### config.mk
export PLATFORM = sky130hd
export DESIGN_NAME = adder_tree_seq
export DESIGN_NICKNAME = d
export VERILOG_FILES = /design/src/rtl/adder_tree_seq.sv
export SDC_FILE = /design/constraint.sdc
export NUM_CORES = 1
export LEC_CHECK = 0
export CORE_UTILIZATION = 50
export CTS_BUF_LIST = sky130_fd_sc_hd__clkbuf_16
export DETAILED_ROUTE_END_ITERATION = 7
export DONT_BUFFER_PORTS = 1
export PLACE_DENSITY = 0.67
export SETUP_SLACK_MARGIN = 0.3
export SLEW_MARGIN = 30
export SYNTH_ARGS = -nofsm -noshare
export SYNTH_HDL_FRONTEND = slang
export SYNTH_SLANG_ARGS = --single-unit
### constraint.sdc
create_clock -name clk -period 2.49 [get_ports clk]
set_input_delay 0.498 -clock clk [delete_from_list [all_inputs] [get_ports clk]]
set_output_delay 0.498 -clock clk [all_outputs]
set_load 0.05 [all_outputs]
### src/rtl/adder_tree_seq.sv
// adder_tree_seq: pipelined binary adder tree that sums the valid lanes of a packed input bus.
//   Parameters : DATA_WIDTH (lane width), NUM_IN (lane count, power of two >= 2)
//   clk        : rising-edge clock
//   rst        : asynchronous active-high reset, clears every stage
//   i_en       : pipeline advance; low holds every stage
//   i_valid    : per-lane valid, bit k qualifies lane k
//   i_data_bus : lane k at [k*DATA_WIDTH +: DATA_WIDTH]
//   o_valid    : at least one lane of the emerging vector was valid
//   o_data_bus : sum of the valid lanes (DATA_WIDTH+LEVELS bits)
//   o_valid_cnt: number of lanes that contributed to o_data_bus
//   Macro ADDER_TREE_SIGNED_EN: lanes are two's-complement and sign-extended; otherwise unsigned.
module adder_tree_seq #(
  parameter int DATA_WIDTH = 4,
  parameter int NUM_IN = 4,
  localparam int LEVELS = $clog2(NUM_IN),
  localparam int OUT_WIDTH = DATA_WIDTH + LEVELS
) (
  input  logic                         clk,
  input  logic                         rst,
  input  logic                         i_en,
  input  logic [NUM_IN-1:0]            i_valid,
  input  logic [NUM_IN*DATA_WIDTH-1:0] i_data_bus,
  output logic                         o_valid,
  output logic [OUT_WIDTH-1:0]         o_data_bus,
  output logic [LEVELS:0]              o_valid_cnt
);
`ifdef ADDER_TREE_SIGNED_EN
  localparam bit SGN = 1'b1;
`else
  localparam bit SGN = 1'b0;
`endif
  // Level 0 is the masked input; levels 1..LEVELS are the registered stages.
  for (genvar l = 0; l <= LEVELS; l++) begin : g_lvl
    localparam int N = NUM_IN >> l;
    localparam int W = DATA_WIDTH + l;
    logic [W-1:0] d [N];
    logic [l:0]   c [N];
    logic [N-1:0] v;
    if (l == 0) begin : g_in
      assign v = i_valid;
      always_comb
        for (int k = 0; k < N; k++) begin
          d[k] = i_valid[k] ? i_data_bus[k*DATA_WIDTH +: DATA_WIDTH] : '0;
          c[k] = i_valid[k];
        end
    end else begin : g_st
      logic [W-1:0] d_nx [N];
      logic [l:0]   c_nx [N];
      logic [N-1:0] v_nx;
      // Invalid children already carry data 0 and count 0, so they add nothing.
      always_comb
        for (int k = 0; k < N; k++) begin
          v_nx[k] = g_lvl[l-1].v[2*k] | g_lvl[l-1].v[2*k+1];
          d_nx[k] = v_nx[k] ? {SGN & g_lvl[l-1].d[2*k][W-2], g_lvl[l-1].d[2*k]}
                            + {SGN & g_lvl[l-1].d[2*k+1][W-2], g_lvl[l-1].d[2*k+1]} : '0;
          c_nx[k] = {1'b0, g_lvl[l-1].c[2*k]} + {1'b0, g_lvl[l-1].c[2*k+1]};
        end
      always_ff @(posedge clk or posedge rst)
        if (rst) begin
          v <= '0;
          d <= '{default: '0};
          c <= '{default: '0};
        end else if (i_en) begin
          v <= v_nx;
          d <= d_nx;
          c <= c_nx;
        end
    end
  end
  assign o_valid     = g_lvl[LEVELS].v[0];
  assign o_data_bus  = g_lvl[LEVELS].d[0];
  assign o_valid_cnt = g_lvl[LEVELS].c[0];
endmodule

==> summary.txt <==
Synth
  – Sequential-to-total area share from yosys stat: 41.0%
  – #FFs+latches synth: 26
  – Dominant cells by area after synthesis: dfrtp_1 (41%), ha_1 (14%), fa_1 (5.1%)
  – Area leader, netlist: dfrtp_1
  – Syn. warnings: 0
  – Synth unique cells: 27
  – Synth top area share: 41.0%
  – Post-Synthesis Cells: 155
  – Synthesized Nets: 200
  – Mapped cell area: 1590 µm²
  – Syn Area/Cell: 10.2 µm²

STA
  – # setup viols final: 0
  – Fin Setup TNS: 0 ps
  – Tmin final: 1780 ps
  – Worst Clk Skew: 1.46 ps
  – RSZ-0062 raised after global routing: no
  – Fin crit share: 71.7%
  – Slew @ Worst Pin: 634 ps
  – Max Slew Vio Count: 0
  – Max Clk Rate: 561 MHz
  – Setup WS post-layout: 706 ps
  – Final hold viol count: 0
  – Rel. slew slack: 57.7%

Critical path
  – Critical path destination: o_data_bus[4]$_DFFE_PP0P_
  – CP startpoint: g_lvl[1].d[0]$_DFFE_PP0P_
  – Reg2reg start: g_lvl[1].d[0]$_DFFE_PP0P_
  – Worst Reg-to-Reg Cells: 6
  – Crit-path max cell delay: 420 ps
  – Stages on worst setup path: 6
  – Worst path bufs/invs: 0
  – Critical Path Source Type: register
  – Path type of the worst setup path: register to register
  – CP Data Required Time: 2610 ps
  – Critical R2R Capture: o_data_bus[4]$_DFFE_PP0P_
  – CP Capture Type: register
  – Crit path DAT: 1910 ps
  – CP max stage cell: fa_1
  – Cell breakdown of the critical path: ha_1 > fa_1 > a21o_1 > a21oi_2 > xor2_1 > o31ai_2
  – R2R setup slack: 710 ps
  – Crit-path max FO: 2
  – Crit path max-delay family: adder cells

Floorplan
  – Initial core utilization: 52.4%
  – Row cnt: 20
  – IO Pins: 33
  – Die height: 58.3 µm
  – Die width: 58.3 µm
  – Core region area: 3030 µm²
  – Die area: 3400 µm²

Global routing
  – First-pass GRT wire length: 4570 µm
  – Vias in the first global route: 1025
  – Total gr overflow: 0
  – Total track usage: 18.7%
  – Initial antenna violation count: 0
  – Largest net degree at the start of global routing: 27

Outcome
  – Status: complete, no violations

Clocking
  – Clock tree root driver cell: clkbuf_16
  – Maximum clock path buffer count: 2
  – H-tree levels: 1
  – Cts bufs inserted: 3
  – Clock slew at reported path FFs: 60 ps
  – Worst-Skew Late Latency: 260 ps
  – CTS tree: yes
  – Post-cts sizing count: 0
  – CTS Sinks: 26
  – Post-CTS Setup Bufs: 0
  – CTS Hold Bufs: 0

Placed design
  – Placement Setup Slack: 694 ps
  – IO buf count: 0
  – RD Place Congestion: 0.744
  – Placed Area: 1620 µm²
  – Final HPWL DP: 2100 µm

Final layout
  – Layout cells sized above 1: 5.77%
  – Diode count: 0
  – Fin util: 56.2%
  – Area Overhead vs Synth: 7.34%
  – Final net count: 202
  – Post-route cell area: 1700 µm²
  – Commonest non-fill, non-tap cells in the layout: dfrtp_1 (26), inv_1 (20), ha_1 (18), nand2_1 (15), and2_1 (12)
  – Most common cell after layout, fill and taps aside: dfrtp_1

Power
  – Power Density: 698 nW/µm²
  – Worst vdd ir: 513 µV
  – Pwr Total: 1.19 mW
  – Static Leak: 0.844 nW

Routing
  – Total iterations of the first detailed-routing run: 4
  – Post-route DRC: 0
  – Per-cell routed wire length: 13.5 µm
  – Antenna viol nets, final: 0
  – Routed wire length: 2700 µm
  – Vias: 1067
  – Detailed router's first-iteration violation count: 32
  – DR vias/cell: 5.34

Worst hold path
  – Hold Path Class: input port to asynchronous set/reset pin

Job
  – Max-cap viol count: 0
-- cell type report --
cell class	count	area [µm²]
inverter	20	75.1
fill	269	1330
sequential	26	651
multi-input combinational	105	835
clock buffer	3	75.1
tap	44	55.1
clock inverter	1	3.75
timing repair buffer	1	7.51
-- registers in the layout (all words and copies together) (netlist names) --
name	cells
g_lvl.d	10
g_lvl.c	4
o_data_bus	6
o_valid	1
g_lvl.v	2
o_valid_cnt	3
-- worst register-to-register path: stages, from the launching register on --
cell     delay, ps
dfrtp_1        380
ha_1           230
fa_1           420
a21o_1         190
a21oi_2        140
xor2_1         210
o31ai_2         80
-- through the flow --
step	hold WS, ps	instances
final	172	200
after global routing	206	200
after CTS	180	200
after detailed placement	465	196
after global placement	457	196
after floorplan	456	155
-- logic make-up after synthesis --
group | Yosys count | synth area share (%)
AOI/OAI and AO/OA | 36 | 16.2
xor gates and xnor gates | 4 | 2.21
adders and majority gates | 22 | 19.3
buffers and inverters | 24 | 6.31
DFF | 26 | 41.0
muxes | 3 | 2.13
and+or+nand+nor | 40 | 12.9
-- worst min-delay path by stage --
stage,startpoint,to,slack (ps),cells after the start
after floorplan,g_lvl[1].d[8]$_DFFE_PP0P_,g_lvl[1].d[8]$_DFFE_PP0P_,460,2
after CTS,rst,g_lvl[1].c[0]$_DFFE_PP0P_,180,2
after detailed placement,rst,g_lvl[1].c[0]$_DFFE_PP0P_,460,2
after global routing,rst,g_lvl[1].c[1]$_DFFE_PP0P_,210,2
after global placement,rst,g_lvl[1].c[0]$_DFFE_PP0P_,460,2
final,rst,g_lvl[1].c[0]$_DFFE_PP0P_,170,2
-- cell usage after synthesis (all sizes together) --
| master | instances |
|---|---|
| nand2 | 15 |
| o21ai | 7 |
| nand2b | 2 |
| inv | 20 |
| and2 | 12 |
| o21a | 3 |
| ha | 18 |
| mux2 | 3 |
| nor2 | 4 |
| a21oi | 7 |
| a21boi | 1 |
| nor4 | 1 |
| nand3 | 1 |
| and3b | 1 |
| o31ai | 4 |
| fa | 4 |
| o32ai | 2 |
| buf | 4 |
| dfrtp | 26 |
| a21o | 4 |
| nor2b | 4 |
| xnor2 | 1 |
| xor2 | 3 |
| o2bb2ai | 8 |
-- metal layers --
metal | part of all wire [%] | vias to the layer above | track usage, %
met5 | 0 | - | 0
met2 | 48 | 23 | 30.4
met3 | 4.3 | 7 | 5.71
met1 | 45 | 514 | 22.1
met4 | 2.9 | 0 | 10.5
li1 | - | 523 | -
-- power by group --
| part | switching (mW) | internal (mW) |
|---|---|---|
| combinational | 0.0982 | 0.0928 |
| clock | 0.137 | 0.215 |
| sequential | 0.162 | 0.482 |
| total | 0.398 | 0.790 |
Power figures use the tool's default switching activity.
